==> config.mk <==
export PLATFORM = sky130hd
export DESIGN_NAME = ahb_lite_master_arbiter
export DESIGN_NICKNAME = d
export VERILOG_FILES = /design/src/rtl/ahb_lite_master_arbiter.sv
export SDC_FILE = /design/constraint.sdc
export NUM_CORES = 1
export LEC_CHECK = 0
export BUFFER_PORTS_ARGS = -buffer_cell sky130_fd_sc_hd__buf_2
export CORE_AREA = 2 2 110 112
export DETAILED_ROUTE_END_ITERATION = 6
export DIE_AREA = 0 0 112 114
export HOLD_SLACK_MARGIN = 0.12
export PLACE_DENSITY = 0.51
export REMOVE_ABC_BUFFERS = 1
export SYNTH_ARGS = -nofsm -noshare
export SYNTH_HDL_FRONTEND = slang
export SYNTH_SLANG_ARGS = --single-unit
==> constraint.sdc <==
create_clock -name HCLK -period 2.1 [get_ports HCLK]
set_input_delay 0.525 -clock HCLK [delete_from_list [all_inputs] [get_ports HCLK]]
set_output_delay 0.525 -clock HCLK [all_outputs]
set_load 0.005 [all_outputs]
==> src/rtl/ahb_lite_master_arbiter.sv <==
// Two-master AHB-Lite arbiter: round-robin address-phase selection with burst locking,
// data-phase owner tracking, and HREADY-based stalling of the losing master.
module ahb_lite_master_arbiter #(
   parameter int ADDR_WIDTH = 32
) (
   input  logic                  HCLK,
   input  logic                  HRESETn,
   input  logic [1:0]            HTRANS_M0,
   input  logic [ADDR_WIDTH-1:0] HADDR_M0,
   input  logic                  HWRITE_M0,
   input  logic [2:0]            HSIZE_M0,
   input  logic [31:0]           HWDATA_M0,
   input  logic [1:0]            HTRANS_M1,
   input  logic [ADDR_WIDTH-1:0] HADDR_M1,
   input  logic                  HWRITE_M1,
   input  logic [2:0]            HSIZE_M1,
   input  logic [31:0]           HWDATA_M1,
   output logic                  HREADY_M0,
   output logic                  HREADY_M1,
   output logic                  HRESP_M0,
   output logic                  HRESP_M1,
   output logic [31:0]           HRDATA_M,
   output logic [1:0]            HTRANS,
   output logic [ADDR_WIDTH-1:0] HADDR,
   output logic                  HWRITE,
   output logic [2:0]            HSIZE,
   output logic [31:0]           HWDATA,
   input  logic                  HREADY,
   input  logic                  HRESP,
   input  logic [31:0]           HRDATA
);

   logic last_owner;
   logic data_owner;
   logic data_active;
   logic sel;

   logic req0, req1, cont0, cont1;

   assign req0  = (HTRANS_M0 == 2'b10);
   assign req1  = (HTRANS_M1 == 2'b10);
   assign cont0 = HTRANS_M0[0];
   assign cont1 = HTRANS_M1[0];

   // A burst in progress (SEQ/BUSY) keeps the bus; otherwise alternate on contention.
   always_comb begin
      sel = last_owner;
      if (last_owner ? cont1 : cont0)
         sel = last_owner;
      else if (req0 && req1)
         sel = ~last_owner;
      else if (req0)
         sel = 1'b0;
      else if (req1)
         sel = 1'b1;
   end

   always_comb begin
      if (sel) begin
         HTRANS = HTRANS_M1;
         HADDR  = HADDR_M1;
         HWRITE = HWRITE_M1;
         HSIZE  = HSIZE_M1;
      end else begin
         HTRANS = HTRANS_M0;
         HADDR  = HADDR_M0;
         HWRITE = HWRITE_M0;
         HSIZE  = HSIZE_M0;
      end
   end

   // Address phase -> data phase boundary; a slave wait state freezes ownership.
   always_ff @(posedge HCLK or negedge HRESETn) begin
      if (!HRESETn) begin
         last_owner  <= 1'b0;
         data_owner  <= 1'b0;
         data_active <= 1'b0;
      end else if (HREADY) begin
         data_owner  <= sel;
         data_active <= HTRANS[1];
         if (HTRANS[1])
            last_owner <= sel;
      end
   end

   assign HWDATA    = data_owner ? HWDATA_M1 : HWDATA_M0;
   assign HRDATA_M  = HRDATA;

   // A master that is neither on the address bus nor in its data phase is stalled only if it wants the bus.
   always_comb begin
      HREADY_M0 = HREADY;
      if (!(!sel || (data_active && !data_owner)) && (req0 || cont0))
         HREADY_M0 = 1'b0;
      HREADY_M1 = HREADY;
      if (!(sel || (data_active && data_owner)) && (req1 || cont1))
         HREADY_M1 = 1'b0;
   end

   assign HRESP_M0 = HRESP && data_active && !data_owner;
   assign HRESP_M1 = HRESP && data_active &&  data_owner;

endmodule
# Word-level counts from Yosys, hierarchy flattened
# Index checks and enable logic that the tools add are counted.
# word_totals
elab_cells	35
output_inout_bits	106
ff_bits	3
inputBits	176
# classes
bitwise	1
n_eq_ne	2
reduce_logical	17
muxes	12
# op_table
op	count
32-bit two-way mux	2
1-bit logical AND	8
1-bit two-way mux	8
2-bit == test (second input constant)	2
1-bit zero test	4
1-bit logical OR	4
3-bit two-way mux	1
2-bit two-way mux	1
2-bit AND reduction	1
1-bit NOT	1

# Depth between registers and ports, before layout
# Gate-level depths: netlist of the first run.
# logic_depth
word_depth	10
mapped_depth	5
mapped_depth_nobuf	3

# Worst setup path before layout of the first run
# Ideal clock, no wire load.
# synth_path
path_kind	input to output
startpoint	input HTRANS_M1[0]
endpoint	output HADDR[12]
arrival_ns	1.424
setup_slack_ns	0.151
required_ns	1.575
path_buffers	2
stages	5
path_cell_list	nand4bb_1 -> o21ai_2 -> buf_6 -> buf_12 -> mux2_4
# synth_via
elab_chain_cells	6
elab_cells_between_ends	8
classes_between	eq/ne: 1; mux: 6; reduce/logical: 1
# synth_lines
item	line	text
start: declaration	13	input logic [1:0] HTRANS_M1,
2-bit == test	41	assign req1 = (HTRANS_M1 == 2'b10);
1-bit two-way mux	54	else if (req1)
1-bit two-way mux	52	else if (req0)
1-bit two-way mux	50	else if (req0 && req1)
1-bit two-way mux (*)	48	if (last_owner ? cont1 : cont0)
32-bit two-way mux (*)	59	if (sel) begin
end: declaration	24	output logic [ADDR_WIDTH-1:0] HADDR,
# Every way passes the cells marked *; elsewhere a longest branch is shown, timed or not.

# Final worst setup path of the first run
# layout_path
startpoint	input HTRANS_M1[0]
endpoint	output HADDR[16]
# The elaborated chain is that of the path after synthesis.

==> flow_summary.ini, run 1 <==
[place]
place_hpwl_microns = 6720
gp_congestion = 0.714
numPortBuffers = 217
dp_slack_ns = -0.184
dp.cells = 469
dpl_cell_area_sq_mm = 0.00246

[cells_and_area]
num-fill-cells = 1302
fin_area_sq_mm = 0.00273
syn2layout_area_growth_pct = 96.8
final_nets = 507
fin_util = 0.233
drive_gt1_frac = 0.939
instances_no_fill = 478

[cts]
cts_htree_levels = 1
cts_root_buf = clkbuf_16
cts.sinks = 3
cts_buffer_depth = 2
clock_latency_ns = 0.22
path_clk_slew_ns = 0.03
cts_tree = built
cts_buffers = 3

[logic_synthesis]
synth_area_sq_mm = 0.00139
ys_ff_latch = 3
netlist-cell-type-count = 23
synthTopCellsByCount = 53 x mux2_2, 33 x buf_4, 18 x mux2_4, 4 x nor2_1
yosysTopAreaCellShare = 0.431
synth-edff-count = 0
synthArstFlopShare = 1.00
ys_seq_area_frac = 0.0542
synth_top_area_cell = mux2_2
netlist_top_cells_area = mux2_2 43%, mux2_4 20%, buf_4 18%, dfrtp_1 5.4%, buf_12 2.9%
syn-instance-count = 133
ys.warnings.count = 0
yosysMostFrequentCell = mux2_2
synth_top_flop_cell = dfrtp_1
postSynthAreaPerCell_sq_um = 10.4

[timing]
setup-violations-final = 37
fin_crit_sh = 1.06
slew_violations = 0
rsz0062_at_grt = yes
fmax_mhz = 450
setup_ws_ns = -0.124
slew_headroom = 0.850
tns_ns = -3.87
clock-skew-final_ns = 0.000765
min_period_ns = 2.22
finalHoldViolations = 0
worst_slew_pin_slew_ns = 0.225

[critical_path]
required_ns = 1.57
rrSetupSlack_ns = 0.63
cp.arrival_ns = 1.70
r2r-end = data_active
end_kind = output pin
crit_path_max_fanout = 7
endpoint = HADDR[16]
worst-path-buf-inv = 4
reg2reg_from = last_owner
cp.depth = 7
reg2regPathDepth = 4
critPathLaunchType = input port
crit_family = buffers and inverters
cpPeakStageDelay_ns = 0.29
path_cells = buf_8, nor3b_4, o21ai_4, buf_12, buf_4, mux2_4, buf_2
startpoint = HTRANS_M1[0]
critPathKind = in2out
crit_slowest_cell = mux2_4

[route]
drtIter0Drc = 48
wirelength_microns = 7560
vias_per_cell = 3.80
drc_errors = 0
firstDrtPassIters = 4
antenna_left = 0
num_vias = 1818
wl_per_cell_microns = 15.8

[die]
die_h_microns = 114
placementRows = 40
die_w_microns = 112
dieArea_sq_mm = 0.0128
coreArea_sq_mm = 0.0117
top_level_ports = 282
start_util = 0.118

[status]
status = finished with violations
violations = negative setup slack

[power_and_ir_drop]
ir_drop_uv = 402
p_clk_frac = 0.175
p_switching_uw = 551
p_per_area_mw_per_mm2 = 628
internal-power_uw = 1160
pwr-share-seq = 0.058
comb_power_share = 0.767
leakagePower_uw = 0.00147
swShare = 0.321

[grt]
grt_pass1_wl_microns = 10300
grt_max_degree = 36
grt_pass1_vias = 1780
antenna_found_initial = 3
overflow = 0
grt_util_all_layers = 0.108

[min_path]
hold_path_class = reg2reg
worstHoldPathCells = 1

[job]
cap_viol_max_count = 0
-- cell usage in the layout (no fill, tap or decap), drive strengths merged --
| cell | count |
|---|---|
| buf | 231 |
| mux2 | 71 |
| clkbuf | 5 |
| nor2 | 4 |
| dfrtp | 3 |
| a21oi | 2 |
| o21ai | 2 |
| diode | 1 |
| nor3b | 1 |
| nand4bb | 1 |
| nand2 | 1 |
| inv | 1 |
| o22a | 1 |
| a21boi | 1 |
| o2bb2ai | 1 |
| o21a | 1 |
| and2 | 1 |
| a31oi | 1 |
| mux2i | 1 |
| dlygate4sd3 | 1 |
-- worst register-to-register path, cell delays in order (launching register included) --
cell     delay (ns)
dfrtp_2        0.43
buf_4          0.15
mux2_2         0.32
o22a_1         0.18
mux2_2         0.27
-- power groups by stage --
| stage | clock network (uW) | registers (uW) | logic [uW] |
|---|---|---|---|
| after floorplan | 0 | 140 | 594 |
| after global placement | 0 | 95.0 | 1180 |
| after detailed placement | 0 | 96.2 | 1200 |
| after CTS | 307 | 99.7 | 1260 |
| after global routing | 318 | 101 | 1420 |
| final | 300 | 98.7 | 1310 |
-- how the worst min path moves through the flow --
stage,from,end,slack [ns]
after floorplan,HRESETn,data_active,0.23
after global routing,last_owner,last_owner,0.60
after CTS,HREADY,data_owner,0.60
after global placement,HRESETn,data_active,0.32
final,last_owner,last_owner,0.59
after detailed placement,HRESETn,data_active,0.32
-- timing repair --
action | in CTS | in global routing
gates cloned | 0 | 1
hold buffers | 1 | 0
setup buffers | 0 | 2
hold endpoints to repair | 3 | 0
pin swaps | 0 | 2
endpoints found under the setup margin | 37 | 38
resized for setup | 16 | 6
-- kinds of logic (layout without fill, tap and decap cells) --
group	Yosys count	count (layout)	share of synthesized area
buffers and inverters	41	238	0.232
muxes	72	72	0.633
and+or+nand+nor	8	8	0.0352
AOI/OAI and AO/OA	9	9	0.0452
DFF	3	3	0.0542
other	0	1	0
-- per-layer routing --
layer | part of all wire | vias to the layer above | track usage
met2 | 0.39 | 144 | 0.131
met3 | 0.18 | 12 | 0.101
met4 | 0.0022 | 8 | 0.00488
li1 | - | 847 | -
met5 | 0.015 | - | 0.0549
met1 | 0.42 | 807 | 0.138
-- state kept, by name (all words and copies together), names as in the netlist --
register / cells
data_owner: 1
data_active: 1
last_owner: 1
-- cell type report --
cell class                 instances  area (sq um)  area share
inverter                           1          3.75     0.00138
multi-input combinational         89          1020       0.375
clock buffer                       4          78.8      0.0289
sequential                         3          76.3      0.0280
timing repair buffer             233          1360       0.498
antenna                            1          2.50    0.000918
tap                              147           184      0.0675
-- through the flow --
step | hold WS (ns) | power [uW]
finish | 0.585 | 1710
global route | 0.604 | 1840
CTS | 0.603 | 1670
detailed placement | 0.325 | 1300
global placement | 0.323 | 1280
floorplan | 0.229 | 734
(Power assumes the default switching activity.)
==> run 2, diff against run 1 <==
==> constraint.sdc (replaced) <==
create_clock -name HCLK -period 2.1 [get_ports HCLK]
set_input_delay 0.525 -clock HCLK [delete_from_list [all_inputs] [get_ports HCLK]]
set_output_delay 0.525 -clock HCLK [all_outputs]
set_load 0.05 [all_outputs]
==> flow_summary.ini, run 2 (synthesis results as in run 1) <==
[critical_path]
critPathLaunchType = input port
cp.arrival_ns = 1.77
reg2regPathDepth = 4
crit_slowest_cell = mux2_4
crit_family = buffers and inverters
required_ns = 1.57
reg2reg_from = last_owner
critPathKind = in2out
worst-path-buf-inv = 4
r2r-end = data_active
crit_path_max_fanout = 8
end_kind = output pin
cpPeakStageDelay_ns = 0.33
crit_top_cell = buf_8
path_cells = buf_8, nand4bb_4, o21ai_4, buf_12, clkbuf_16, mux2_4, buf_8
rrSetupSlack_ns = 0.61

[grt]
grt_pass1_wl_microns = 10900
grt_pass1_vias = 1844
overflow = 0
grt_max_degree = 36
grt_util_all_layers = 0.114
antenna_found_initial = 2

[route]
firstDrtPassIters = 4
drtIter0Drc = 57
wirelength_microns = 8190
wl_per_cell_microns = 17.1
vias_per_cell = 3.91
drc_errors = 0
antenna_left = 0
num_vias = 1876

[cts]
cts_buffers = 3
path_clk_slew_ns = 0.03
cts_root_buf = clkbuf_16
cts.sinks = 3
cts_buffer_depth = 2
cts_tree = built
clock_latency_ns = 0.22
cts_htree_levels = 1

[die]
top_level_ports = 282
coreArea_sq_mm = 0.0117
start_util = 0.118
die_w_microns = 112
placementRows = 40
die_h_microns = 114
dieArea_sq_mm = 0.0128

[min_path]
holdPathEnd = last_owner
worstHoldPathCells = 1
hp-start = last_owner
hold_path_class = reg2reg

[place]
dpl_cell_area_sq_mm = 0.00250
dp_slack_ns = -0.316
numPortBuffers = 217
place_hpwl_microns = 6670
gp_congestion = 0.710

[cells_and_area]
antenna_cells = 0
multiInputGateArea_sq_mm = 0.00107
num-fill-cells = 1250
ff_latch_area_sq_um = 76.3
top_regs = data_active (1), data_owner (1), last_owner (1)
mostFrequentLayoutCells = 175 x buf_2, 41 x mux2_2, 30 x mux2_4
final_common_cell = buf_2
final_nets = 510
fin_util = 0.262
fin_area_sq_mm = 0.00307
syn2layout_area_growth_pct = 122
drive_gt1_frac = 0.943

[power_and_ir_drop]
p_per_area_mw_per_mm2 = 979
leakagePower_uw = 0.00163
ir_drop_uv = 474
power_uw = 3010

[timing]
finalHoldViolations = 0
setup_ws_ns = -0.192
clock-skew-final_ns = 0.000139
worst_slew_pin_slew_ns = 0.268
slew_headroom = 0.822
fin_crit_sh = 1.09
slew_violations = 0
setup-violations-final = 37
fmax_mhz = 436
holdWs_ns = 0.595
rsz0062_at_grt = yes
min_period_ns = 2.29

[status]
status = finished with violations
violations = negative setup slack

[job]
cap_viol_max_count = 0
[run 2: cell count changes in the layout (fill, tap and decap cells not counted)]
cell,delta
o21a_4,+1
buf_8,+14
buf_6,+15
diode_2,-1
mux2_2,-11
buf_12,+2
o21a_1,-1
buf_4,-1
mux2_4,+11
buf_16,+1
buf_2,-28
[run 2: metal layers]
metal / track usage / share of wire / vias up
met5: 0.0549 / 0.012 / -
met4: 0.0146 / 0.0023 / 6
met3: 0.0930 / 0.16 / 8
met2: 0.155 / 0.43 / 146
met1: 0.137 / 0.40 / 868
li1: - / - / 848
[run 2: power breakdown]
part / internal, uW / leakage [uW] / total, uW / switching [uW]
combinational: 1100 / 0.00156 / 2610 / 1510
clock: 250 / 0.0000382 / 299 / 48.8
sequential: 74.8 / 0.0000332 / 99.2 / 24.5
[run 2: repair_timing]
action | in CTS | in global routing
buffers inserted | 1 | 2
hold endpoints to repair | 3 | 0
pin swaps | 3 | 1
setup endpoints to repair | 37 | 38
hold buffers | 1 | 0
resized for setup | 98 | 18
cloned | 1 | 1
[run 2: how the worst max path moves through the flow]
| stage | cells past startpoint | slack, ns | to | from |
|---|---|---|---|---|
| final | 7 | -0.19 | HADDR[0] | HTRANS_M1[0] |
| after global routing | 7 | -0.22 | HADDR[3] | HTRANS_M1[0] |
| after CTS | 7 | -0.18 | HADDR[0] | HTRANS_M1[0] |
| after detailed placement | 6 | -0.32 | HADDR[0] | HTRANS_M1[0] |
| after global placement | 6 | -0.27 | HADDR[0] | HTRANS_M1[0] |
| after floorplan | 3 | -0.95 | HREADY_M0 | HTRANS_M1[1] |
[run 2: cell type report]
class / instances / area share
clock buffers: 4 / 0.0257
flip-flops and latches: 3 / 0.0248
repair buffers: 236 / 0.540
inverters: 1 / 0.00122
multi-input cells: 89 / 0.349
well taps: 147 / 0.0599
[run 2: stage by stage]
step,TNS (ns),cells
finish,-5.40,480
global route,-6.71,480
CTS,-5.64,477
detailed placement,-8.96,470
global placement,-7.13,470
floorplan,-34.05,93
==> run 3, diff against run 2 <==
--- a/config.mk
+++ b/config.mk
@@ -5,12 +5,13 @@
 export SDC_FILE = /design/constraint.sdc
 export NUM_CORES = 1
 export LEC_CHECK = 0
+export ABC_AREA = 1
 export BUFFER_PORTS_ARGS = -buffer_cell sky130_fd_sc_hd__buf_2
-export CORE_AREA = 2 2 110 112
+export CORE_AREA = 2 2 111 113
 export DETAILED_ROUTE_END_ITERATION = 6
-export DIE_AREA = 0 0 112 114
+export DIE_AREA = 0 0 113 115
 export HOLD_SLACK_MARGIN = 0.12
-export PLACE_DENSITY = 0.51
+export PLACE_DENSITY = 0.5
 export REMOVE_ABC_BUFFERS = 1
 export SYNTH_ARGS = -nofsm -noshare
 export SYNTH_HDL_FRONTEND = slang
==> flow_summary.ini, run 3 <==
[status]
status = finished with violations
violations = design-rule violations, negative setup slack

[logic_synthesis]
synth_area_sq_mm = 0.00134
postSynthAreaPerCell_sq_um = 4.63
ys.warnings.count = 0
netlist-cell-type-count = 15
netlist_top_cells_area = nand2_1 59%, buf_4 19%, dfrtp_1 5.6%, buf_6 4.2%, o21ai_0 2.6%
syn-instance-count = 289
synth_top_area_cell = nand2_1
synthTopCellsByCount = 212 x nand2_1, 33 x buf_4, 8 x inv_1, 7 x o21ai_0
yosysMostFrequentCell = nand2_1
synth-edff-count = 0
synthArstFlopShare = 1.00
ys_ff_latch = 3
synth_top_flop_cell = dfrtp_1
ys_seq_area_frac = 0.0561
yosysTopAreaCellShare = 0.595

[power_and_ir_drop]
pwr-share-seq = 0.026
p_per_area_mw_per_mm2 = 1310
p_switching_uw = 2390
p_clk_frac = 0.078
swShare = 0.627
leakagePower_uw = 0.00183
internal-power_uw = 1420
ir_drop_uv = 590
comb_power_share = 0.895

[die]
die_h_microns = 115
die_w_microns = 113
coreArea_sq_mm = 0.0118
dieArea_sq_mm = 0.0130
start_util = 0.113
top_level_ports = 282
placementRows = 40

[critical_path]
required_ns = 1.57
critPathLaunchType = input port
cpPeakStageDelay_ns = 0.14
cp.arrival_ns = 1.59
path_cells = buf_6, nor2_4, nand2_2, nand2_2, nand2_4, inv_6, buf_12, buf_16, nand2_2, nand2_2, buf_8
critPathKind = in2out
end_kind = output pin
crit_slowest_cell = buf_8
crit_path_max_fanout = 7
rrSetupSlack_ns = 0.93
crit_top_cell = nand2_2

[timing]
holdWs_ns = 0.564
slew_headroom = 0.831
setup-violations-final = 2
fin_crit_sh = 1.01
clock-skew-final_ns = 0.000568
finalHoldViolations = 0
setup_ws_ns = -0.0122
worst_slew_pin_slew_ns = 0.255
slew_violations = 0
rsz0062_at_grt = yes
tns_ns = -0.0151
fmax_mhz = 473
min_period_ns = 2.11

[cts]
cts_root_buf = clkbuf_16
clock_latency_ns = 0.22
cts_buffers = 3
cts.sinks = 3
path_clk_slew_ns = 0.03
cts_buffer_depth = 2
cts_tree = built
cts_htree_levels = 1

[route]
vias_per_cell = 3.82
num_vias = 2375
firstDrtPassIters = 6
drtIter0Drc = 113
wirelength_microns = 7400
drc_errors = 18
wl_per_cell_microns = 11.9
antenna_left = 0

[cells_and_area]
multiInputGateArea_sq_um = 976
num-fill-cells = 1349
final_common_cell = nand2_1
antenna_cells = 0
drive_gt1_frac = 0.546
ff_latch_area_sq_um = 75.1
syn2layout_area_growth_pct = 117
final_nets = 651
instances_no_fill = 621
top_regs = data_active (1), data_owner (1), last_owner (1)
mostFrequentLayoutCells = 188 x nand2_1, 177 x buf_2, 29 x buf_6

[place]
dp.cells = 613
gp_congestion = 0.764
numPortBuffers = 217
place_hpwl_microns = 5620

[grt]
grt_max_degree = 38
overflow = 0
grt_util_all_layers = 0.0973
grt_pass1_wl_microns = 10000
antenna_found_initial = 0
grt_pass1_vias = 2166

[min_path]
hold_path_class = reg2reg

[job]
cap_viol_max_count = 0
[run 3: final cells by class]
cell class                      instances  area share
Inverter                               10      0.0146
Clock buffer                            4      0.0271
Timing Repair Buffer                  228       0.533
Tap cell                              147      0.0633
Sequential cell                         3      0.0258
Multi-Input combinational cell        229       0.336
[run 3: layer usage]
layer / vias up / share of wire / track usage
li1: 1194 / - / -
met1: 962 / 0.34 / 0.0991
met2: 213 / 0.46 / 0.170
met3: 4 / 0.19 / 0.0601
met4: 2 / 0.0019 / 0.0179
met5: - / 0.0050 / 0.0222
[run 3: stage by stage]
step           area [sq um]  total power, uW  setup slack, ns   util
2_1_floorplan           995             2130           -0.623      -
3_3_place_gp           2370             2950          -0.0678  0.200
3_5_place_dp           2370             2930          -0.0957  0.200
4_1_cts                2730             3630       -0.0000889  0.231
5_1_grt                2910             4030          -0.0617  0.246
6_report               2910             3810          -0.0122  0.246
[run 3: final timing paths]
path | depth (start not counted) | start | to
min in group asynchronous | 2 | HRESETn | last_owner
worst min register to register | 2 | data_active | data_active
worst min-delay path | 2 | data_active | data_active
worst max-delay path | 11 | HTRANS_M0[0] | HADDR[8]
worst max register to register | 7 | last_owner | data_owner
max in group asynchronous | 2 | HRESETn | data_owner
[run 3: worst max-delay path: cells and delay by family]
family / cells / cell delay, ns
buffers and inverters: 5 / 0.55
AND/OR/NAND/NOR: 6 / 0.49
[run 3: what timing repair did]
action,CTS,global route
setup buffers,1,0
resized for setup,66,58
cloned,2,0
pin swaps,5,18
hold endpoints to repair,3,0
endpoints found under the setup margin,38,33
hold buffers,1,0
[run 3: cell families after synthesis]
group           Yosys count  share of synthesized area
buf+inv                  57                      0.284
flops                     3                     0.0561
compound gates            7                     0.0262
simple gates            222                      0.633
[run 3: power groups by stage]
| stage | Clock (uW) | Sequential (uW) | Combinational, uW |
|---|---|---|---|
| finish | 299 | 99.9 | 3420 |
| global route | 312 | 105 | 3610 |
| CTS | 304 | 100 | 3230 |
| detailed placement | 0 | 99.9 | 2830 |
| global placement | 0 | 101 | 2850 |
| floorplan | 0 | 122 | 2000 |
